<file path="config.mk">
export PLATFORM = sky130hd
export DESIGN_NAME = mainfsm_ws
export DESIGN_NICKNAME = d
export VERILOG_FILES = /design/src/rtl/mainfsm_ws.sv
export SDC_FILE = /design/constraint.sdc
export NUM_CORES = 1
export LEC_CHECK = 0
export ABC_AREA = 1
export BUFFER_PORTS_ARGS = -buffer_cell sky130_fd_sc_hd__buf_2
export CAP_MARGIN = 5
export CORE_ASPECT_RATIO = 1.1
export CORE_MARGIN = 3
export CORE_UTILIZATION = 43
export DETAILED_ROUTE_END_ITERATION = 12
export HOLD_SLACK_MARGIN = 0.15
export PLACE_DENSITY = 0.74
export SKIP_LAST_GASP = 1
export SLEW_MARGIN = 0
export SYNTH_ARGS = -nofsm -noshare
export SYNTH_HDL_FRONTEND = slang
export SYNTH_SLANG_ARGS = --single-unit
</file>
<file path="constraint.sdc">
create_clock -name clk -period 1.5 [get_ports clk]
set_input_delay 0.15 -clock clk [delete_from_list [all_inputs] [get_ports clk]]
set_output_delay 0.15 -clock clk [all_outputs]
set_load 0.01 [all_outputs]
</file>
<file path="src/rtl/mainfsm_ws.sv">
// -----------------------------------------------------------------------------
// mainfsm_ws
//
// Multicycle main control FSM for the ARM-subset datapath. It sequences
// fetch, decode, execute, memory and writeback, and drives the datapath mux
// selects and write enables. Compared with a fixed-latency main FSM it adds
// a memory wait-state handshake, an optional FPU execute path with a
// start/done handshake, a per-visit timeout on every wait state, and a
// sticky fault report.
//
// Parameters
//   FPU_EN    1: Op=11 runs the FPU path; 0: Op=11 faults as undefined.
//   WAIT_MAX  maximum cycles a wait state may last (0 disables the timeout).
//   WAIT_W    wait counter width; 2**WAIT_W must exceed WAIT_MAX.
//
// Ports
//   clk, reset           clock; asynchronous active-high reset
//   Op[1:0]              instruction class: 00 dp, 01 mem, 10 branch, 11 FPU
//   Funct[5:0]           [5] immediate operand, [0] load(1)/store(0)
//   MemReady             memory completes the current access this cycle
//   FPUDone              FPU result valid this cycle
//   IRWrite .. ALUOp     1-bit datapath controls
//   ALUSrcA/B, ResultSrc 2-bit datapath mux selects
//   MemReq               memory access request
//   FPUStart             one-cycle FPU launch pulse per FPUEX visit
//   FPUW                 FPU register write enable
//   Fault, FaultCause    sticky fault flag and cause
//                        (01 mem timeout, 10 FPU timeout, 11 undefined Op)
//   StateOut[3:0]        current state encoding, for debug
// -----------------------------------------------------------------------------
module mainfsm_ws #(
  parameter bit FPU_EN   = 1'b1,
  parameter int WAIT_MAX = 8,
  parameter int WAIT_W   = 4
) (
  input  logic       clk,
  input  logic       reset,
  input  logic [1:0] Op,
  input  logic [5:0] Funct,
  input  logic       MemReady,
  input  logic       FPUDone,
  output logic       IRWrite,
  output logic       AdrSrc,
  output logic       NextPC,
  output logic       RegW,
  output logic       MemW,
  output logic       Branch,
  output logic       ALUOp,
  output logic [1:0] ALUSrcA,
  output logic [1:0] ALUSrcB,
  output logic [1:0] ResultSrc,
  output logic       MemReq,
  output logic       FPUStart,
  output logic       FPUW,
  output logic       Fault,
  output logic [1:0] FaultCause,
  output logic [3:0] StateOut
);

  typedef enum logic [3:0] {
    S_FETCH  = 4'd0,
    S_DECODE = 4'd1,
    S_MEMADR = 4'd2,
    S_MEMRD  = 4'd3,
    S_MEMWB  = 4'd4,
    S_MEMWR  = 4'd5,
    S_EXECR  = 4'd6,
    S_EXECI  = 4'd7,
    S_ALUWB  = 4'd8,
    S_BRANCH = 4'd9,
    S_FPUEX  = 4'd10,
    S_FPUWB  = 4'd11,
    S_FAULT  = 4'd15
  } state_t;

  localparam logic [1:0] CAUSE_NONE  = 2'b00;
  localparam logic [1:0] CAUSE_MEMTO = 2'b01;
  localparam logic [1:0] CAUSE_FPUTO = 2'b10;
  localparam logic [1:0] CAUSE_UNDEF = 2'b11;

  // Counter value seen in the last permitted wait cycle.
  localparam logic [WAIT_W-1:0] WAIT_LAST =
    (WAIT_MAX > 0) ? WAIT_W'(WAIT_MAX - 1) : '0;

  state_t            state, state_next;
  logic [WAIT_W-1:0] wait_cnt, wait_cnt_next;
  logic              is_wait;
  logic              ready;
  logic              timeout;
  logic [1:0]        cause_next;
  logic              fault_q;
  logic [1:0]        cause_q;

  // Only Funct[5] and Funct[0] steer this FSM; the rest belongs to the ALU decoder.
  logic unused_funct;
  assign unused_funct = ^Funct[4:1];

  // Which states wait, and which handshake releases them.
  // NOTE: every combinational output gets a default before the case so no
  // path leaves a variable unassigned, which would infer a latch.
  always_comb begin
    is_wait = 1'b0;
    ready   = 1'b0;
    unique case (state)
      S_FETCH, S_MEMRD, S_MEMWR: begin
        is_wait = 1'b1;
        ready   = MemReady;
      end
      S_FPUEX: begin
        is_wait = 1'b1;
        ready   = FPUDone;
      end
      default: ;
    endcase
  end

  // Ready in the last permitted cycle wins over the timeout.
  assign timeout = (WAIT_MAX > 0) && is_wait && !ready && (wait_cnt == WAIT_LAST);

  // Next-state logic.
  always_comb begin
    state_next = state;
    cause_next = CAUSE_NONE;
    unique case (state)
      S_FETCH:  if (MemReady) state_next = S_DECODE;
      S_DECODE: begin
        unique case (Op)
          2'b00: state_next = Funct[5] ? S_EXECI : S_EXECR;
          2'b01: state_next = S_MEMADR;
          2'b10: state_next = S_BRANCH;
          2'b11: begin
            if (FPU_EN) begin
              state_next = S_FPUEX;
            end else begin
              state_next = S_FAULT;
              cause_next = CAUSE_UNDEF;
            end
          end
          default: ;
        endcase
      end
      S_EXECR:  state_next = S_ALUWB;
      S_EXECI:  state_next = S_ALUWB;
      S_ALUWB:  state_next = S_FETCH;
      S_MEMADR: state_next = Funct[0] ? S_MEMRD : S_MEMWR;
      S_MEMRD:  if (MemReady) state_next = S_MEMWB;
      S_MEMWR:  if (MemReady) state_next = S_FETCH;
      S_MEMWB:  state_next = S_FETCH;
      S_BRANCH: state_next = S_FETCH;
      S_FPUEX:  if (FPUDone) state_next = S_FPUWB;
      S_FPUWB:  state_next = S_FETCH;
      S_FAULT:  state_next = S_FAULT;
      default:  state_next = S_FETCH;
    endcase

    if (timeout) begin
      state_next = S_FAULT;
      cause_next = (state == S_FPUEX) ? CAUSE_FPUTO : CAUSE_MEMTO;
    end
  end

  // The counter restarts on every state change, so it also tells FPUEX
  // whether this is the first cycle of the visit.
  always_comb begin
    if (state_next != state)
      wait_cnt_next = '0;
    else if (is_wait && !ready)
      wait_cnt_next = wait_cnt + 1'b1;
    else
      wait_cnt_next = wait_cnt;
  end

  // NOTE: sequential state uses non-blocking assignments so every register
  // samples pre-edge values regardless of statement order.
  always_ff @(posedge clk or posedge reset) begin
    if (reset) begin
      state    <= S_FETCH;
      wait_cnt <= '0;
      fault_q  <= 1'b0;
      cause_q  <= CAUSE_NONE;
    end else begin
      state    <= state_next;
      wait_cnt <= wait_cnt_next;
      // Sticky: captured once on entry to FAULT, cleared only by reset.
      if (state_next == S_FAULT && state != S_FAULT) begin
        fault_q <= 1'b1;
        cause_q <= cause_next;
      end
    end
  end

  // Outputs: decoded from state; IRWrite, NextPC and MemW also follow MemReady.
  always_comb begin
    IRWrite   = 1'b0;
    AdrSrc    = 1'b0;
    NextPC    = 1'b0;
    RegW      = 1'b0;
    MemW      = 1'b0;
    Branch    = 1'b0;
    ALUOp     = 1'b0;
    ALUSrcA   = 2'b00;
    ALUSrcB   = 2'b00;
    ResultSrc = 2'b00;
    MemReq    = 1'b0;
    FPUStart  = 1'b0;
    FPUW      = 1'b0;
    unique case (state)
      S_FETCH: begin
        MemReq    = 1'b1;
        ALUSrcA   = 2'b01;
        ALUSrcB   = 2'b10;
        ResultSrc = 2'b10;
        IRWrite   = MemReady;
        NextPC    = MemReady;
      end
      S_DECODE: begin
        ALUSrcA   = 2'b01;
        ALUSrcB   = 2'b10;
        ResultSrc = 2'b10;
      end
      S_EXECR: ALUOp = 1'b1;
      S_EXECI: begin
        ALUSrcB = 2'b01;
        ALUOp   = 1'b1;
      end
      S_ALUWB:  RegW    = 1'b1;
      S_MEMADR: ALUSrcB = 2'b01;
      S_MEMRD: begin
        MemReq = 1'b1;
        AdrSrc = 1'b1;
      end
      S_MEMWR: begin
        MemReq = 1'b1;
        AdrSrc = 1'b1;
        MemW   = MemReady;
      end
      S_MEMWB: begin
        RegW      = 1'b1;
        ResultSrc = 2'b01;
      end
      S_BRANCH: begin
        Branch    = 1'b1;
        ResultSrc = 2'b10;
        ALUSrcB   = 2'b01;
      end
      S_FPUEX:  FPUStart = (wait_cnt == '0);
      S_FPUWB:  FPUW     = 1'b1;
      default: ;
    endcase
  end

  assign Fault      = fault_q;
  assign FaultCause = cause_q;
  assign StateOut   = state;

endmodule

</file>
======== Word-level counts from Yosys, hierarchy flattened ========
Cells that the tools add are included.
word-level totals
  input bits .............................. 12
  register bits ........................... 11
cells by class
  multiplexer cells ....................... 27
  eq/ne operators ......................... 19
  add/sub/neg operators ................... 1
  reduce and logical (&&, ||, !) cells .... 16
operators by type and width
  operator             count
  $pmux 4 s8           1
  $mux 4               7
  $eq 4x4->1 const B   6
  $eq 4x3->1 const B   5
  $pmux 4 s4           1
  $mux 1               12
  $reduce_or 3->1      3
  $eq 4x2->1 const B   2
  $logic_not 4->1      2
  $pmux 2 s2           2
  $reduce_or 2->1      4
  $add 4x1->4 const B  1
  $eq 2x2->1 const B   2
  $eq 4x1->1 const B   1
  $mux 2               2
  $ne 4x4->1           1
  $ne 4x4->1 const B   1
  $reduce_or 4->1      1
  $logic_and 1x1->1    3
  $mux 3               1
  $eq 2x1->1 const B   1
  $logic_not 2->1      1
  $pmux 1 s2           1
  $reduce_bool 2->1    1
  $logic_not 1->1      1

======== Longest topological paths before layout ========
Gate-level depths: netlist (run 1).
  word-level depth ........................ 9
  gate-level depth with buffers ........... 12

======== Least setup slack after synthesis (run 1) ========
OpenSTA, ideal clock, no wires.
  kind .................................... flip-flop to flip-flop
  start point ............................. register state[3], in the netlist StateOut[3]
  end point ............................... register wait_cnt[0]
  cell stages (with the launch flop) ...... 12
  path buffers ............................ 1
  data required time ...................... 1.377 ns
  path slack .............................. -0.193 ns
  arrival time ............................ 1.570 ns
  library setup time ...................... 0.123 ns
  cell sequence ........................... dfrtp_1 -> nor2_1 -> nand2_1 -> nand3_2 -> nand2_1 -> nand2_2 -> nand3_4 -> buf_6 -> nand3_1 -> nand2_2 -> nand2_4 -> nor3_2
between the ends
  longest elaborated chain between the ends .. 9
  elaborated cells on any way between the ends .. 26
ends and longest elaborated chain
  item                                         line      RTL
  start: declaration                           85        state_t state, state_next;
  start signal: assignment                     182       state <= state_next;
  $eq 4x3->1 (tied with other cells)           104, 124
  $reduce_or 3->1 (no line)                    -
  $pmux 1 s2                                   104       unique case (state)
  $logic_not 1->1                              118, 167
  $logic_and 1x1->1                            118, 167
  $logic_and 1x1->1                            118       assign timeout = (WAIT_MAX > 0) && is_wait && !ready && (wait_cnt == WAIT_LAST);
  $mux 4                                       156       if (timeout) begin
  $ne 4x4->1                                   165       if (state_next != state)
  $mux 4 or $reduce_bool 2->1 (tied branches)  -
  end signal: assignment                       183       wait_cnt <= wait_cnt_next;
  end: declaration                             86        logic [WAIT_W-1:0] wait_cnt, wait_cnt_next;
Parallel ways exist; a longest one is shown, timed or not.
A chain may end at the register's enable or synchronous reset.

======== Final worst setup path (run 1) ========
  start point ............................. register state[1], in the netlist StateOut[1]
  end point ............................... register wait_cnt[3]
between the ends
  longest elaborated chain between the ends .. 9
  elaborated cells on any way between the ends .. 26
ends and longest elaborated chain
  item                                         line
  $eq 4x3->1 (tied with other cells)           104, 124
  $reduce_or 3->1 (no line)                    -
  $pmux 1 s2                                   104
  $logic_not 1->1                              118
  $logic_and 1x1->1 (2 in series)              118
  $mux 4 *                                     156
  via state_next[0]                            85
  $ne 4x4->1 *                                 165
  $mux 4 or $reduce_bool 2->1 (tied branches)  -
Mark *: on every way through the listed nets, which the timed path passes. The rest lies on a longest branch.

==> results of run 1 <==
sequential cells by signal (all words and copies together), names as in the netlist:
register and flops:
Fault 1, FaultCause 2, StateOut 4, wait_cnt 4
worst paths after layout:
kind	to	slack, ns	depth (start not counted)
hold / removal	StateOut[0]$_DFF_PP0_	0.37	6
max in group asynchronous	StateOut[0]$_DFF_PP0_	0.78	3
setup / recovery	wait_cnt[3]$_DFFE_PP0P_	-0.24	11
hold reg to reg	Fault$_DFFE_PP0P_	0.48	2
min in group asynchronous	FaultCause[0]$_DFFE_PP0P_	0.39	3
setup reg to reg	wait_cnt[3]$_DFFE_PP0P_	-0.24	11
layout make-up:
cell class | instances | share of cell area, %
inverters | 22 | 5.56
multi-input cells | 98 | 42.2
flip-flops and latches | 11 | 17.8
clock buffers | 3 | 1.43
well taps | 28 | 2.22
clock inverters | 1 | 0.317
repair buffers | 69 | 30.5
Yosys cell counts (3+ instances only):
master   instances
nor3_1           3
dfrtp_1         11
nand2_1         32
buf_4            3
o21ai_0          4
nor2_1          19
nand2_2          4
nand3_2          3
nor3_2           4
nand2_4          3
nand3_1         10
inv_2            4
inv_1           18
power by group:
part / internal [mW] / switching (mW) / leakage (nW)
clock: 0.0992 / 0.116 / 0.0177
sequential: 0.354 / 0.104 / 0.139
combinational: 0.882 / 1.06 / 0.704
cells by family (layout without fill, tap and decap cells):
kind of cell,Yosys count,after routing,share of synthesized area [%]
compound gates,8,8,5.11
xor+xnor,2,2,1.88
fa+ha+maj,2,2,2.69
buf+inv,26,95,12.5
flops,11,11,29.6
other cells,1,1,0.403
simple gates,85,85,47.9
repair_timing:
action / in CTS / in global routing
hold buffers: 1 / 0
setup buffers: 6 / 5
pin swaps: 5 / 12
endpoints found under the setup margin: 15 / 25
endpoints found under the hold margin: 11 / 0
resized for setup: 16 / 27
worst register-to-register path, stage by stage, from the launching register on:
cell and delay [ns]:
dfrtp_2 0.45, inv_2 0.08, nor2_4 0.17, nand3_4 0.13
buf_6 0.14, nand2_4 0.07, nand3_4 0.15, nand2_2 0.12
nand2_1 0.07, nand2_2 0.08, nand2_4 0.07, nor3_2 0.16
routing by layer:
| metal | vias to the layer above | wire, um |
|---|---|---|
| li1 | 561 | - |
| met1 | 535 | 1190 |
| met4 | 0 | 103 |
| met3 | 9 | 118 |
| met5 | - | 0 |
| met2 | 32 | 1590 |
==> flow_metrics.tcl, run 1 <==
set metrics [dict create \
    syn-num-nets 149 \
    track_usage_pct 22.4 \
    crit_fanout 8 \
    h-tree-depth 1 \
    dr.first_iter.drc_count 22 \
    ys_seq_area_share_pct 29.6 \
    wl_per_cell_um 12.9 \
    io_buffers 29 \
    cp-startpoint "StateOut[1]$_DFF_PP0_" \
    area.sequential_um2 280 \
    syn-cell-area_um2 931 \
    grt_overflow 0 \
    vias 1137 \
    syn_avg_cell_area_um2 6.90 \
    grt_use_met1_pct 23.5 \
    final_cell_mix "32 x buf_4, 28 x buf_2, 23 x nand2_1" \
    finish.utilization_pct 78.0 \
    skew_ns 0.00782 \
    drc 0 \
    use_met3_pct 4.09 \
    r2r-start "StateOut[1]$_DFF_PP0_" \
    fp.dieW_um 50.4 \
    final_hold_viol_count 0 \
    p_per_area_nw_per_um2 1660 \
    finalHoldWorstSlack_ns 0.370 \
    multi_input_area_um2 666 \
    ys_top_cells_by_area "dfrtp_1 30%, nand2_1 13%, nor2_1 7.7%" \
    routed_wl_um 3000 \
    power_mw 2.61 \
    antenna_found_initial 0 \
    grt_max_degree 12 \
    grt_pass1_wl_um 4490 \
    yosys_warnings 0 \
    ir_drop_mv 1.15 \
    async_flop_share_pct 100 \
    start_util_pct 46.1 \
    crit_slowest_cell "dfrtp_2" \
    clk_pin_slew_ns 0.08 \
    synth_edf_count 0 \
    synthDistinctLibCells 27 \
    nNetsFinal 219 \
    dieArea_um2 2760 \
    cts.sinks 11 \
    fin_ws_ns -0.245 \
    drv_slew 0 \
    syn_inst 135 \
    num-fill-cells 149 \
    period_share_pct 116 \
    worst_setup_path_start_kind "flop" \
    instances_no_fill 232 \
    synthToLayoutAreaGrowth_pct 69.4 \
    max_freq_mhz 573 \
    yosys.area.top_type "dfrtp_1" \
    diodes 0 \
    cp.arrival_ns 1.96 \
    netlist.area_leader.share_pct 29.6 \
    status "complete, but fails checks" \
    final_cell_area_um2 1580 \
    cts_root_buf "clkbuf_4" \
    top_level_ports 35 \
    min_from "FPUDone" \
    dp.cells 217 \
    place_ws_ns -0.150 \
    cp_data_required_time_ns 1.72 \
    fin_crit_ns 1.74 \
    hold_class "input pin to flop" \
    cp_cell_sequence "inv_2 -> nor2_4 -> nand3_4 -> buf_6 -> nand2_4 -> nand3_4 -> nand2_2 -> nand2_1 -> nand2_2 -> nand2_4 -> nor3_2" \
    rows 17 \
    cts_tree "yes" \
    grt_util_met2_pct 42.0 \
    placed_cell_area_um2 1320 \
    cts_buffer_depth 2 \
    p_leak_nw 0.860 \
    drive_above_1_share_pct 60.3 \
    dp.final_hpwl_um 2010 \
    crit_path_max_incr_delay_ns 0.45 \
    violations "negative setup slack" \
    critical_path_class "flop to flop" \
    gp_congestion 0.918 \
    synth_flop_cell "dfrtp_1" \
    grt.busiest_layer "met2" \
    layout_commonest_cell "buf_4" \
    via_per_inst 4.90 \
    path_buf_inv 2 \
    cts_buffers 3 \
    grt_pass1_vias 1068 \
    path_delay_family "simple AND/OR/NAND/NOR gates" \
    coreArea_um2 2020 \
    setup_viol 18 \
    dr.pass1.iters 4 \
    fin_setup_tns_ns -1.87 \
    ant_nets 0 \
    end_kind "flop" \
    clkLatencyLatePin_ns 0.29 \
    fp.dieH_um 54.8 \
    synth_seq_cells 11 \
    rsz0062_at_grt "yes" \
    max_cap_violations 0 \
]
(Power assumes the default switching activity.)
==> inputs of run 2 (changes only) <==
CORE_MARGIN = 2   (was 3)
CTS_CLUSTER_SIZE = 16   (was not set)
==> flow_metrics.tcl, run 2 (synthesized netlist as in run 1, its figures left out) <==
set metrics [dict create \
    r2r-start "StateOut[1]$_DFF_PP0_" \
    gp_congestion 0.897 \
    skew_ns 0.00813 \
    final_hold_viol_count 0 \
    cp_data_required_time_ns 1.70 \
    period_share_pct 112 \
    finish.utilization_pct 81.4 \
    layout_commonest_cell "buf_4" \
    fin_ws_ns -0.186 \
    h-tree-depth 1 \
    final_cell_mix "34 x buf_4, 28 x buf_2, 20 x nand2_1" \
    p_sw_mw 1.35 \
    grt_pass1_wl_um 4530 \
    ant_nets 0 \
    grt_pass1_vias 1092 \
    start_util_pct 46.1 \
    dr.first_iter.drc_count 34 \
    dieArea_um2 2550 \
    drc 0 \
    ff2ff_setup_slack_ns -0.19 \
    rows 17 \
    via_per_inst 4.98 \
    status "complete, but fails checks" \
    fp.dieH_um 52.8 \
    drive_above_1_share_pct 66.7 \
    final_cell_area_um2 1650 \
    cp.arrival_ns 1.88 \
    reg2reg_to "wait_cnt[0]$_DFFE_PP0P_" \
    dr.pass1.iters 4 \
    diodes 0 \
    nNetsFinal 222 \
    routed_wl_um 3060 \
    clk_pin_slew_ns 0.08 \
    grt_overflow 0 \
    r2r_cells 11 \
    vias 1170 \
    io_buffers 29 \
    max_freq_mhz 593 \
    p_leak_nw 0.884 \
    antenna_found_initial 0 \
    p_comb_share_pct 75.9 \
    seqPwrFrac_pct 16.5 \
    end_kind "flop" \
    power_mw 2.75 \
    critical_path_class "flop to flop" \
    violations "negative setup slack" \
    track_usage_pct 22.8 \
    p_per_area_nw_per_um2 1670 \
    placed_cell_area_um2 1330 \
    setup_viol 14 \
    grt_max_degree 12 \
    synthToLayoutAreaGrowth_pct 76.7 \
    clkLatencyLatePin_ns 0.28 \
    clkPwrFrac_pct 7.5 \
    top_level_ports 35 \
    cts_buffers 3 \
    p_int_mw 1.40 \
    rsz0062_at_grt "yes" \
    crit_fanout 7 \
    cts.sinks 11 \
    wl_per_cell_um 13.0 \
    switching_share_pct 49.0 \
    cts_buffer_depth 2 \
    worst_setup_path_start_kind "flop" \
    ir_drop_mv 1.27 \
    cts_root_buf "clkbuf_4" \
    dp.final_hpwl_um 2000 \
    coreArea_um2 2020 \
    drv_slew 0 \
    hold_class "input pin to async pin" \
    finalHoldWorstSlack_ns 0.388 \
    fp.dieW_um 48.4 \
    cts_tree "yes" \
    max_cap_violations 0 \
    fin_crit_ns 1.69 \
]
[run 2: cell count changes in the layout (fill, tap and decap cells not counted), moves of 3 or more]
cell | before | now
nand2_2 | 11 | 14
nor2_2 | 4 | 10
nor2_1 | 10 | 3
nand2_1 | 23 | 20
[run 2: per-layer routing]
metal,up-vias,GRT usage (%),part of all wire (%)
met5,-,0,0
met4,0,10.0,3.4
met3,10,2.57,4.2
li1,575,-,-
met2,38,43.1,54
met1,547,26.4,38
[run 2: what timing repair did]
action                                  in CTS  in global routing
endpoints found under the setup margin      14                 24
setup buffers                                5                  7
pin swaps                                    3                 18
gates resized for setup                     22                 37
endpoints found under the hold margin       11                  0
hold buffers                                 1                  0
[run 2: worst max-delay path by stage]
stage / from / endpoint / cells after the start
final: StateOut[1]$_DFF_PP0_ / wait_cnt[0]$_DFFE_PP0P_ / 11
after detailed placement: StateOut[3]$_DFF_PP0_ / wait_cnt[0]$_DFFE_PP0P_ / 10
after CTS: StateOut[0]$_DFF_PP0_ / FPUStart / 5
after floorplan: StateOut[3]$_DFF_PP0_ / wait_cnt[0]$_DFFE_PP0P_ / 11
after global routing: StateOut[2]$_DFF_PP0_ / wait_cnt[2]$_DFFE_PP0P_ / 12
after global placement: StateOut[3]$_DFF_PP0_ / wait_cnt[3]$_DFFE_PP0P_ / 10
[run 2: worst max-delay path: stages, from the launching register on]
cell     delay [ns]
dfrtp_2        0.45
inv_2          0.08
nor2_4         0.16
inv_2          0.06
nor2_4         0.11
nand2_4        0.09
nand3_4        0.14
buf_6          0.11
nand3_2        0.06
nand2_2        0.09
nand2_4        0.08
nor3_4         0.16
[run 2: per-stage QoR]
step / instances / setup WS (ns) / setup TNS, ns
finish: 235 / -0.186 / -1.21
global placement: 219 / -0.150 / -0.640
detailed placement: 219 / -0.155 / -0.656
floorplan: 135 / -0.0793 / -0.313
global route: 235 / -0.280 / -2.38
CTS: 229 / -0.151 / -0.807
[run 2: power groups by stage]
stage                     Clock (mW)  Sequential, mW  Combinational [mW]
after global placement             0           0.429                1.55
after CTS                      0.213           0.439                1.78
after global routing           0.219           0.463                2.23
after floorplan                    0           0.452               0.901
after detailed placement           0           0.433                1.58
final                          0.207           0.455                2.09
[run 2: area by class of cell]
type,instances,area (um^2)
Clock buffer,3,22.5
Clock inverter,1,5.00
Fill cell,128,375
Inverter,22,85.1
Multi-Input combinational cell,98,711
Sequential cell,11,280
Tap cell,28,35.0
Timing Repair Buffer,72,507
==> inputs of run 3 (changes only) <==
PLACE_DENSITY = 0.76   (was 0.74)
==> flow_metrics.tcl, run 3 (synthesized netlist as in run 1, its figures left out) <==
set metrics [dict create \
    final_cell_mix "32 x buf_4, 29 x buf_2, 18 x nand2_1" \
    grt_pass1_vias 1060 \
    clkPwrFrac_pct 7.4 \
    grt_overflow 0 \
    antenna_found_initial 0 \
    cp.arrival_ns 1.92 \
    h-tree-depth 1 \
    seqPwrFrac_pct 15.9 \
    status "complete, but fails checks" \
    max_cap_violations 0 \
    multi_input_area_um2 709 \
    fin_setup_tns_ns -2.03 \
    cp_common_cell "nand2_2" \
    cts_root_buf "clkbuf_4" \
    place_ws_ns -0.156 \
    drive_above_1_share_pct 63.9 \
    rows 17 \
    cts.sinks 11 \
    end_kind "flop" \
    ant_nets 0 \
    fp.dieW_um 48.4 \
    num-fill-cells 120 \
    p_leak_nw 0.875 \
    p_per_area_nw_per_um2 1760 \
    period_share_pct 115 \
    fin_crit_ns 1.72 \
    dp.final_hpwl_um 1970 \
    path_delay_family "simple AND/OR/NAND/NOR gates" \
    crit_slowest_cell "dfrtp_2" \
    violations "negative setup slack" \
    rsz0062_at_grt "yes" \
    area.sequential_um2 280 \
    hold_class "input pin to flop" \
    ir_drop_mv 1.40 \
    dr.pass1.iters 4 \
    diodes 0 \
    dieArea_um2 2550 \
    crit_path_max_incr_delay_ns 0.43 \
    drv_slew 0 \
    fp.dieH_um 52.8 \
    instances_no_fill 233 \
    cts_buffers 3 \
    routed_wl_um 3360 \
    setup_viol 20 \
    max_freq_mhz 581 \
    critical_path_class "flop to flop" \
    vias 1186 \
    start_util_pct 46.1 \
    cts_buffer_depth 2 \
    p_int_mw 1.45 \
    grt_max_degree 12 \
    grt_pass1_wl_um 4330 \
    via_per_inst 5.09 \
    p_comb_share_pct 76.7 \
    clkLatencyLatePin_ns 0.28 \
    wl_per_cell_um 14.4 \
    gp_congestion 0.983 \
    dp.cells 216 \
    top_level_ports 35 \
    dr.first_iter.drc_count 38 \
    track_usage_pct 22.0 \
    cp_data_required_time_ns 1.70 \
    skew_ns 0.00210 \
    drc 0 \
    cts_tree "yes" \
    io_buffers 29 \
    clk_pin_slew_ns 0.07 \
    path_buf_inv 2 \
    p_sw_mw 1.42 \
    coreArea_um2 2020 \
    crit_fanout 8 \
    fin_ws_ns -0.222 \
    switching_share_pct 49.4 \
    layout_commonest_cell "buf_4" \
    cp_cell_sequence "buf_12 -> nand2_2 -> inv_2 -> nand2_2 -> nand3_2 -> nand2_2 -> nand2_4 -> nand3_4 -> nand3_1 -> nand2_2 -> nand2_4 -> nor3_2" \
    nNetsFinal 220 \
    final_hold_viol_count 0 \
    synthToLayoutAreaGrowth_pct 75.1 \
    worst_setup_path_start_kind "flop" \
]
==> run 3: worst paths after layout <==
path,slack [ns],startpoint,cells after the start,to
hold reg to reg,0.47,Fault$_DFFE_PP0P_,2,Fault$_DFFE_PP0P_
min in group asynchronous,0.41,reset,3,FaultCause[1]$_DFFE_PP0P_
max in group asynchronous,0.76,reset,3,StateOut[3]$_DFF_PP0_
setup / recovery,-0.22,StateOut[1]$_DFF_PP0_,12,wait_cnt[2]$_DFFE_PP0P_
hold / removal,0.39,FPUDone,5,StateOut[1]$_DFF_PP0_
setup reg to reg,-0.22,StateOut[1]$_DFF_PP0_,12,wait_cnt[2]$_DFFE_PP0P_
==> run 3: cell type report <==
class / instances / share of cell area (%)
Inverter: 22 / 5.22
Tap cell: 28 / 2.15
Clock buffer: 4 / 1.61
Timing Repair Buffer: 70 / 30.3
Sequential cell: 11 / 17.2
Multi-Input combinational cell: 98 / 43.5
==> run 3: power by group through the flow <==
| stage | registers [mW] | clock network (mW) | logic, mW |
|---|---|---|---|
| after global placement | 0.438 | 0 | 1.49 |
| after global routing | 0.468 | 0.225 | 2.34 |
| final | 0.458 | 0.212 | 2.20 |
| after detailed placement | 0.444 | 0 | 1.53 |
| after floorplan | 0.452 | 0 | 0.901 |
| after CTS | 0.448 | 0.211 | 1.69 |
==> run 3: routing by layer <==
layer / global-route usage (%) / vias up / part of all wire, %
met3: 2.86 / 7 / 4.5
met2: 42.1 / 44 / 54
met4: 11.9 / 0 / 1.7
li1: - / 562 / -
met1: 23.9 / 573 / 40
met5: 0 / - / 0
==> run 3: tightest hold or removal path: stages <==
cell and delay (ns):
buf_2 0.10, nand2_4 0.08, nand3_4 0.12, nand2_2 0.06, buf_4 0.12
==> run 3: what timing repair did <==
action / CTS / global route
cloned: 0 / 0
hold endpoints to repair: 11 / 0
resized for setup: 16 / 35
pin swaps: 4 / 9
setup endpoints to repair: 13 / 23
hold buffers: 1 / 0
setup buffers: 4 / 10
==> run 3: stage by stage <==
step / util [%] / total power [mW] / cell area [um^2] / hold slack (ns)
finish: 80.7 / 2.87 / 1630 / 0.385
global route: 80.7 / 3.03 / 1630 / 0.407
CTS: 70.6 / 2.35 / 1430 / 0.348
detailed placement: 64.7 / 1.97 / 1310 / 0.169
global placement: 64.7 / 1.93 / 1310 / 0.153
floorplan: - / 1.35 / 951 / 0.00217
